<file path="src/rtl/rf_port_arbiter.sv">
// rf_port_arbiter
//   Round-robin arbiter and sequencer in front of the 8 x 32 register file.
//   It grants one requester per cycle. It turns READ / STORE / MOVE commands
//   into register-file control. A MOVE is split into a read cycle and a
//   separate write cycle (MOVE2), so a read bus never feeds the write input
//   combinationally.
// Ports
//   clk, rst                        clock, synchronous active-high reset
//   req_valid/op/waddr/raddr1/2/data  packed per-requester command fields
//   req_ready                       one-hot combinational grant
//   rsp_valid, rsp_err              one-hot completion pulse, illegal-op flag
//   rsp_rdata1/2                    captured read data
//   rf_raddr1/2, rf_waddr, rf_sto,
//   rf_wen, rf_dataIn               register-file control (held when idle)
//   rf_rdata1/2                     register-file read buses
module rf_port_arbiter #(
    parameter int NREQ = 3,
    parameter int DW   = 32,
    parameter int AW   = 3
) (
    input  logic                 clk,
    input  logic                 rst,
    input  logic [NREQ-1:0]      req_valid,
    input  logic [2*NREQ-1:0]    req_op,
    input  logic [AW*NREQ-1:0]   req_waddr,
    input  logic [AW*NREQ-1:0]   req_raddr1,
    input  logic [AW*NREQ-1:0]   req_raddr2,
    input  logic [DW*NREQ-1:0]   req_data,
    output logic [NREQ-1:0]      req_ready,
    output logic [NREQ-1:0]      rsp_valid,
    output logic                 rsp_err,
    output logic [DW-1:0]        rsp_rdata1,
    output logic [DW-1:0]        rsp_rdata2,
    output logic [AW-1:0]        rf_raddr1,
    output logic [AW-1:0]        rf_raddr2,
    output logic [AW-1:0]        rf_waddr,
    output logic                 rf_sto,
    output logic                 rf_wen,
    output logic [DW-1:0]        rf_dataIn,
    input  logic [DW-1:0]        rf_rdata1,
    input  logic [DW-1:0]        rf_rdata2
);

    // Pointer width covers up to four requesters.
    localparam int PW = 2;

    localparam logic [0:0] ST_IDLE  = 1'b0;
    localparam logic [0:0] ST_MOVE2 = 1'b1;

    localparam logic [1:0] OP_READ  = 2'b01;
    localparam logic [1:0] OP_STORE = 2'b10;
    localparam logic [1:0] OP_MOVE  = 2'b11;

    logic [0:0]      state_r;
    logic [PW-1:0]   rr_r;
    logic [DW-1:0]   mv_hold_r;
    logic [AW-1:0]   mv_waddr_r;
    logic [PW-1:0]   mv_idx_r;
    logic [AW-1:0]   last_raddr1_r;
    logic [AW-1:0]   last_raddr2_r;
    logic [AW-1:0]   last_waddr_r;
    logic [DW-1:0]   last_data_r;
    logic [NREQ-1:0] rsp_valid_r;
    logic            rsp_err_r;
    logic [DW-1:0]   rsp_rdata1_r;
    logic [DW-1:0]   rsp_rdata2_r;

    logic            found_s;
    logic [PW-1:0]   win_idx_s;
    logic            accept_s;
    logic [NREQ-1:0] ready_s;
    logic [1:0]      sel_op_s;
    logic [AW-1:0]   sel_waddr_s;
    logic [AW-1:0]   sel_raddr1_s;
    logic [AW-1:0]   sel_raddr2_s;
    logic [DW-1:0]   sel_data_s;
    logic [AW-1:0]   rf_raddr1_s;
    logic [AW-1:0]   rf_raddr2_s;
    logic [AW-1:0]   rf_waddr_s;
    logic [DW-1:0]   rf_data_s;
    logic            rf_wen_s;
    logic            rf_sto_s;

    function automatic logic [NREQ-1:0] one_hot(input logic [PW-1:0] idx);
        logic [NREQ-1:0] oh;
        oh = '0;
        oh[idx] = 1'b1;
        return oh;
    endfunction

    function automatic logic [PW-1:0] next_ptr(input logic [PW-1:0] idx);
        if (int'(idx) == NREQ - 1) begin
            return 2'd0;
        end else begin
            return idx + 2'd1;
        end
    endfunction

    // Round-robin search: first valid requester at or after rr wins.
    always_comb begin
        found_s   = 1'b0;
        win_idx_s = '0;
        for (int k = 0; k < NREQ; k++) begin
            if (!found_s && req_valid[(int'(rr_r) + k) % NREQ]) begin
                found_s   = 1'b1;
                win_idx_s = PW'((int'(rr_r) + k) % NREQ);
            end else begin
                found_s   = found_s;
            end
        end
    end

    // Grant qualification and winner field selection.
    always_comb begin
        accept_s     = (state_r == ST_IDLE) && !rst && found_s;
        sel_op_s     = req_op[int'(win_idx_s)*2 +: 2];
        sel_waddr_s  = req_waddr[int'(win_idx_s)*AW +: AW];
        sel_raddr1_s = req_raddr1[int'(win_idx_s)*AW +: AW];
        sel_raddr2_s = req_raddr2[int'(win_idx_s)*AW +: AW];
        sel_data_s   = req_data[int'(win_idx_s)*DW +: DW];
        if (accept_s) begin
            ready_s = one_hot(win_idx_s);
        end else begin
            ready_s = '0;
        end
    end

    // Register-file control; addresses and data hold their last value when idle.
    always_comb begin
        rf_raddr1_s = last_raddr1_r;
        rf_raddr2_s = last_raddr2_r;
        rf_waddr_s  = last_waddr_r;
        rf_data_s   = last_data_r;
        rf_wen_s    = 1'b0;
        rf_sto_s    = 1'b0;
        if (rst) begin
            rf_wen_s = 1'b0;
        end else if (state_r == ST_MOVE2) begin
            rf_wen_s   = 1'b1;
            rf_sto_s   = 1'b1;
            rf_waddr_s = mv_waddr_r;
            rf_data_s  = mv_hold_r;
        end else if (accept_s) begin
            case (sel_op_s)
                OP_STORE: begin
                    rf_wen_s   = 1'b1;
                    rf_sto_s   = 1'b1;
                    rf_waddr_s = sel_waddr_s;
                    rf_data_s  = sel_data_s;
                end
                OP_MOVE: begin
                    rf_raddr1_s = sel_raddr1_s;
                end
                // READ and the illegal op both present read addresses only
                default: begin
                    rf_raddr1_s = sel_raddr1_s;
                    rf_raddr2_s = sel_raddr2_s;
                end
            endcase
        end else begin
            rf_wen_s = 1'b0;
        end
    end

    // Sequencer state, round-robin pointer, MOVE holding and response registers.
    always_ff @(posedge clk) begin
        if (rst) begin
            state_r       <= ST_IDLE;
            rr_r          <= '0;
            mv_hold_r     <= '0;
            mv_waddr_r    <= '0;
            mv_idx_r      <= '0;
            last_raddr1_r <= '0;
            last_raddr2_r <= '0;
            last_waddr_r  <= '0;
            last_data_r   <= '0;
            rsp_valid_r   <= '0;
            rsp_err_r     <= 1'b0;
            rsp_rdata1_r  <= '0;
            rsp_rdata2_r  <= '0;
        end else begin
            last_raddr1_r <= rf_raddr1_s;
            last_raddr2_r <= rf_raddr2_s;
            last_waddr_r  <= rf_waddr_s;
            last_data_r   <= rf_data_s;
            rsp_valid_r   <= '0;
            rsp_err_r     <= 1'b0;
            case (state_r)
                ST_IDLE: begin
                    if (accept_s) begin
                        rr_r <= next_ptr(win_idx_s);
                        case (sel_op_s)
                            OP_READ: begin
                                rsp_valid_r  <= one_hot(win_idx_s);
                                rsp_rdata1_r <= rf_rdata1;
                                rsp_rdata2_r <= rf_rdata2;
                            end
                            OP_STORE: begin
                                rsp_valid_r <= one_hot(win_idx_s);
                            end
                            OP_MOVE: begin
                                mv_hold_r  <= rf_rdata1;
                                mv_waddr_r <= sel_waddr_s;
                                mv_idx_r   <= win_idx_s;
                                state_r    <= ST_MOVE2;
                            end
                            default: begin
                                rsp_valid_r  <= one_hot(win_idx_s);
                                rsp_err_r    <= 1'b1;
                                rsp_rdata1_r <= rf_rdata1;
                                rsp_rdata2_r <= rf_rdata2;
                            end
                        endcase
                    end else begin
                        rr_r <= rr_r;
                    end
                end
                ST_MOVE2: begin
                    rsp_valid_r  <= one_hot(mv_idx_r);
                    rsp_rdata1_r <= mv_hold_r;
                    state_r      <= ST_IDLE;
                end
                default: begin
                    state_r <= ST_IDLE;
                end
            endcase
        end
    end

    assign req_ready  = ready_s;
    assign rsp_valid  = rsp_valid_r;
    assign rsp_err    = rsp_err_r;
    assign rsp_rdata1 = rsp_rdata1_r;
    assign rsp_rdata2 = rsp_rdata2_r;
    assign rf_raddr1  = rf_raddr1_s;
    assign rf_raddr2  = rf_raddr2_s;
    assign rf_waddr   = rf_waddr_s;
    assign rf_dataIn  = rf_data_s;
    assign rf_wen     = rf_wen_s;
    assign rf_sto     = rf_sto_s;

endmodule

</file>
<file path="config.mk">
export PLATFORM = sky130hd
export DESIGN_NAME = rf_port_arbiter
export DESIGN_NICKNAME = d
export VERILOG_FILES = /design/src/rtl/rf_port_arbiter.sv
export SDC_FILE = /design/constraint.sdc
export NUM_CORES = 1
export LEC_CHECK = 0
export BUFFER_PORTS_ARGS = -buffer_cell sky130_fd_sc_hd__buf_2
export CAP_MARGIN = 0
export CORE_UTILIZATION = 46
export CTS_BUF_LIST = sky130_fd_sc_hd__clkbuf_8
export DETAILED_ROUTE_END_ITERATION = 6
export PLACE_DENSITY = 0.77
export SLEW_MARGIN = 15
export SYNTH_ARGS = -nofsm -noshare
export SYNTH_HDL_FRONTEND = slang
export SYNTH_SLANG_ARGS = --single-unit
</file>
<file path="constraint.sdc">
create_clock -name clk -period 3 [get_ports clk]
set_input_delay 0 -clock clk [delete_from_list [all_inputs] [get_ports clk]]
set_output_delay 0 -clock clk [all_outputs]
set_load 0.03 [all_outputs]
</file>
==> results_dict.tcl <==
set metrics [dict create \
    worst_hold_startpoint "req_data[46]" \
    postLayoutSetupSlackWorst_ns -0.262 \
    areaGrowthSynthToFinish_pct 67.4 \
    die_y_microns 133 \
    cts.path.max_buffers 2 \
    synthesis.instances 985 \
    antenna_diodes 0 \
    crit_slowest_cell "sky130_fd_sc_hd__or4_4" \
    maxCapViolCount 0 \
    fin_util 0.792 \
    grt.total_usage 0.363 \
    unrepaired_setup_endpoints_after_global_routing "yes" \
    design_power_mw 15.5 \
    cts.sinks 149 \
    r2r_cells 17 \
    synth-async-reset-ratio 0 \
    number_of_antenna_violations_at_the_first_check_in_global_routing 0 \
    cellPowerDensity_nw_per_um2 1180 \
    cp-start-kind "flop" \
    final-seq-area_sq_um 2990 \
    wl_per_cell_microns 21.4 \
    slew_headroom 0.526 \
    nets 1639 \
    numPortBuffers 311 \
    crit_path_max_incr_delay_ns 0.52 \
    filler_cells_inserted 1011 \
    syn_area_per_cell_sq_um 7.99 \
    instances_no_fill 1667 \
    measured_slew_at_the_worst_slew_check_pin_ns 0.710 \
    htreeDepth 4 \
    place_inst 1465 \
    path_cells "buf_4, ha_2, nand3b_1, o31ai_4, a21o_1, nand2_2, or4_4, and3_4, buf_16, a211o_1, buf_6" \
    cellLeakagePower_nw 5.98 \
    starting_density_of_the_core 0.473 \
    synth_area_sq_um 7870 \
    finalCritPeriodShare 1.09 \
    core_area_sq_um 16600 \
    final-setup-viol-count 95 \
    hp_class "input port to flop" \
    synth_sequential_area_ratio 0.379 \
    dp_worst_setup_slack_ns -0.0692 \
    detailed_place_hpwl_mm 18.4 \
    clock_tree_from_tritoncts "yes" \
    post-route-min-period_ns 3.26 \
    final_max_slew_viol_count 0 \
    postSynth.topFlopCell "sky130_fd_sc_hd__dfxtp_1" \
    ctsRootBufferMaster "sky130_fd_sc_hd__clkbuf_8" \
    crit_path_start "rr_r[0]" \
    worstPathRequired_ns 3.00 \
    kind_of_critical_path "flop to output pin" \
    rows 47 \
    clk_pin_slew_ns 0.08 \
    cp_max_fo 16 \
    synth_seq_cells 149 \
    placed_area_sq_um 9830 \
    hold-worst-slack_ns 0.0167 \
    grt_pass1_wl_mm 50.6 \
    die_width_microns 133 \
    postRouteAntennaNets 0 \
    multi_input_area_sq_um 5050 \
    worst_clock_skew_ns 0.0118 \
    yosys_warnings 0 \
    num_ports 312 \
    drt_iter0_drc 942 \
    final_layout_size_suffix_gt1_frac 0.415 \
    worstReg2RegStart "rr_r[0]" \
    ys_types 62 \
    viasPerCell 6.14 \
    final_hold_viol_count 0 \
    nets_in_the_synthesized_netlist 1187 \
    grt_start_max_net_pins 58 \
    violations_in_the_final_reports "DRC, setup timing" \
    finalWirelength_mm 35.6 \
    synth_edf_count 0 \
    design_area_sq_um 13200 \
    cp.arrival_ns 3.26 \
    grt_pass1_vias 9501 \
    gp_routability_congestion 0.907 \
    via_count 10200 \
    fp.dieArea_sq_um 17600 \
    min_path_cells 4 \
    cts_made_buffers 17 \
    globalRoute.totalOverflow 0 \
    outcome "finished, violations left" \
    setup_tns_ns -12.36 \
    drcViolationCount 1 \
    vdd_ir_drop_max_mv 0.797 \
    worstSkewPairLatency_ns 0.46 \
    worst_setup_path_end_kind "output pin" \
    drt_pre_antenna_iters 7 \
    fmaxAchievable_ghz 0.307 \
]
## flip-flops by register name (all words and copies together), names as in the netlist
name           flops
last_waddr_r       3
rsp_rdata1        32
rsp_valid          3
state_r            1
rr_r               2
last_raddr1_r      3
rsp_err            1
mv_idx_r           2
last_raddr2_r      3
mv_hold_r         32
mv_waddr_r         3
last_data_r       32
rsp_rdata2        32
## cells in the final DEF, fill, tap and decap left out, types with 8 or more instances in the layout
cell,instances
sky130_fd_sc_hd__buf_2,267
sky130_fd_sc_hd__nand2_1,148
sky130_fd_sc_hd__dfxtp_1,147
sky130_fd_sc_hd__dlygate4sd3_1,102
sky130_fd_sc_hd__nand3_1,69
sky130_fd_sc_hd__buf_4,64
sky130_fd_sc_hd__buf_6,60
sky130_fd_sc_hd__a21oi_1,58
sky130_fd_sc_hd__nor2_1,45
sky130_fd_sc_hd__o21ai_0,36
sky130_fd_sc_hd__a211o_1,33
sky130_fd_sc_hd__a21o_1,33
sky130_fd_sc_hd__a22oi_2,32
sky130_fd_sc_hd__a311o_1,32
sky130_fd_sc_hd__and3_1,31
sky130_fd_sc_hd__o21ai_1,31
sky130_fd_sc_hd__buf_12,22
sky130_fd_sc_hd__clkbuf_8,21
sky130_fd_sc_hd__nand2_2,19
sky130_fd_sc_hd__a311oi_1,18
sky130_fd_sc_hd__a21oi_2,14
sky130_fd_sc_hd__a311oi_2,13
sky130_fd_sc_hd__buf_16,8
sky130_fd_sc_hd__clkbuf_16,8
## cell usage after synthesis, types with 32 or more instances
cell / count / area (sq um)
sky130_fd_sc_hd__and3_1: 34 / 213
sky130_fd_sc_hd__a211o_1: 33 / 289
sky130_fd_sc_hd__a22oi_1: 38 / 285
sky130_fd_sc_hd__a21o_1: 34 / 255
sky130_fd_sc_hd__a21oi_1: 73 / 365
sky130_fd_sc_hd__nor2_1: 49 / 184
sky130_fd_sc_hd__dfxtp_1: 149 / 2980
sky130_fd_sc_hd__clkbuf_1: 66 / 248
sky130_fd_sc_hd__o21ai_0: 37 / 185
sky130_fd_sc_hd__a311o_1: 32 / 320
sky130_fd_sc_hd__nand2_1: 172 / 646
sky130_fd_sc_hd__nand3_1: 69 / 345
## critical path, delay by kind of cell, from the launching register on
kind | cells | cell delay, ns
simple gates | 4 | 1.15
flops | 1 | 0.37
compound gates | 3 | 0.66
buf+inv | 3 | 0.45
fa+ha+maj | 1 | 0.18
## timing repair
action,in CTS,in global routing
buffers inserted,36,16
gates cloned,12,11
hold buffers,101,1
pin swaps,82,42
endpoints found under the setup margin,95,183
endpoints found under the hold margin,133,1
resized for setup,212,53
## path summary, 6_finish.rpt
| kind | endpoint | slack (ns) |
|---|---|---|
| worst max-delay path | rf_dataIn[7] | -0.26 |
| worst min-delay path | last_data_r[14] | 0.02 |
| worst max register to register | rsp_rdata1[22] | -0.19 |
| worst min register to register | rsp_rdata2[18] | 0.46 |
## final cells by class
class | instances | area share
Clock buffer | 21 | 0.0219
Tap cell | 220 | 0.0209
Inverter | 9 | 0.00275
Clock inverter | 8 | 0.00598
Multi-Input combinational cell | 725 | 0.384
Timing Repair Buffer | 535 | 0.338
Sequential cell | 149 | 0.227
## layer usage
layer	wire length, microns	global-route usage	vias up
met3	3250	0.0739	146
met4	1710	0.162	0
met5	0	0	-
met1	13400	0.444	4830
met2	17300	0.614	711
li1	-	-	4541
## report_power, final
part | switching, mW | internal (mW)
clock | 0.764 | 0.727
combinational | 6.10 | 4.79
sequential | 0.442 | 2.65
## kinds of logic after synthesis
logic type / Yosys count / share of synthesized area
compound gates: 351 / 0.322
fa+ha+maj: 4 / 0.00636
buf+inv: 111 / 0.0649
flops: 149 / 0.379
mux: 14 / 0.0196
simple gates: 356 / 0.208
No activity file was read; power rests on OpenSTA's default activity.
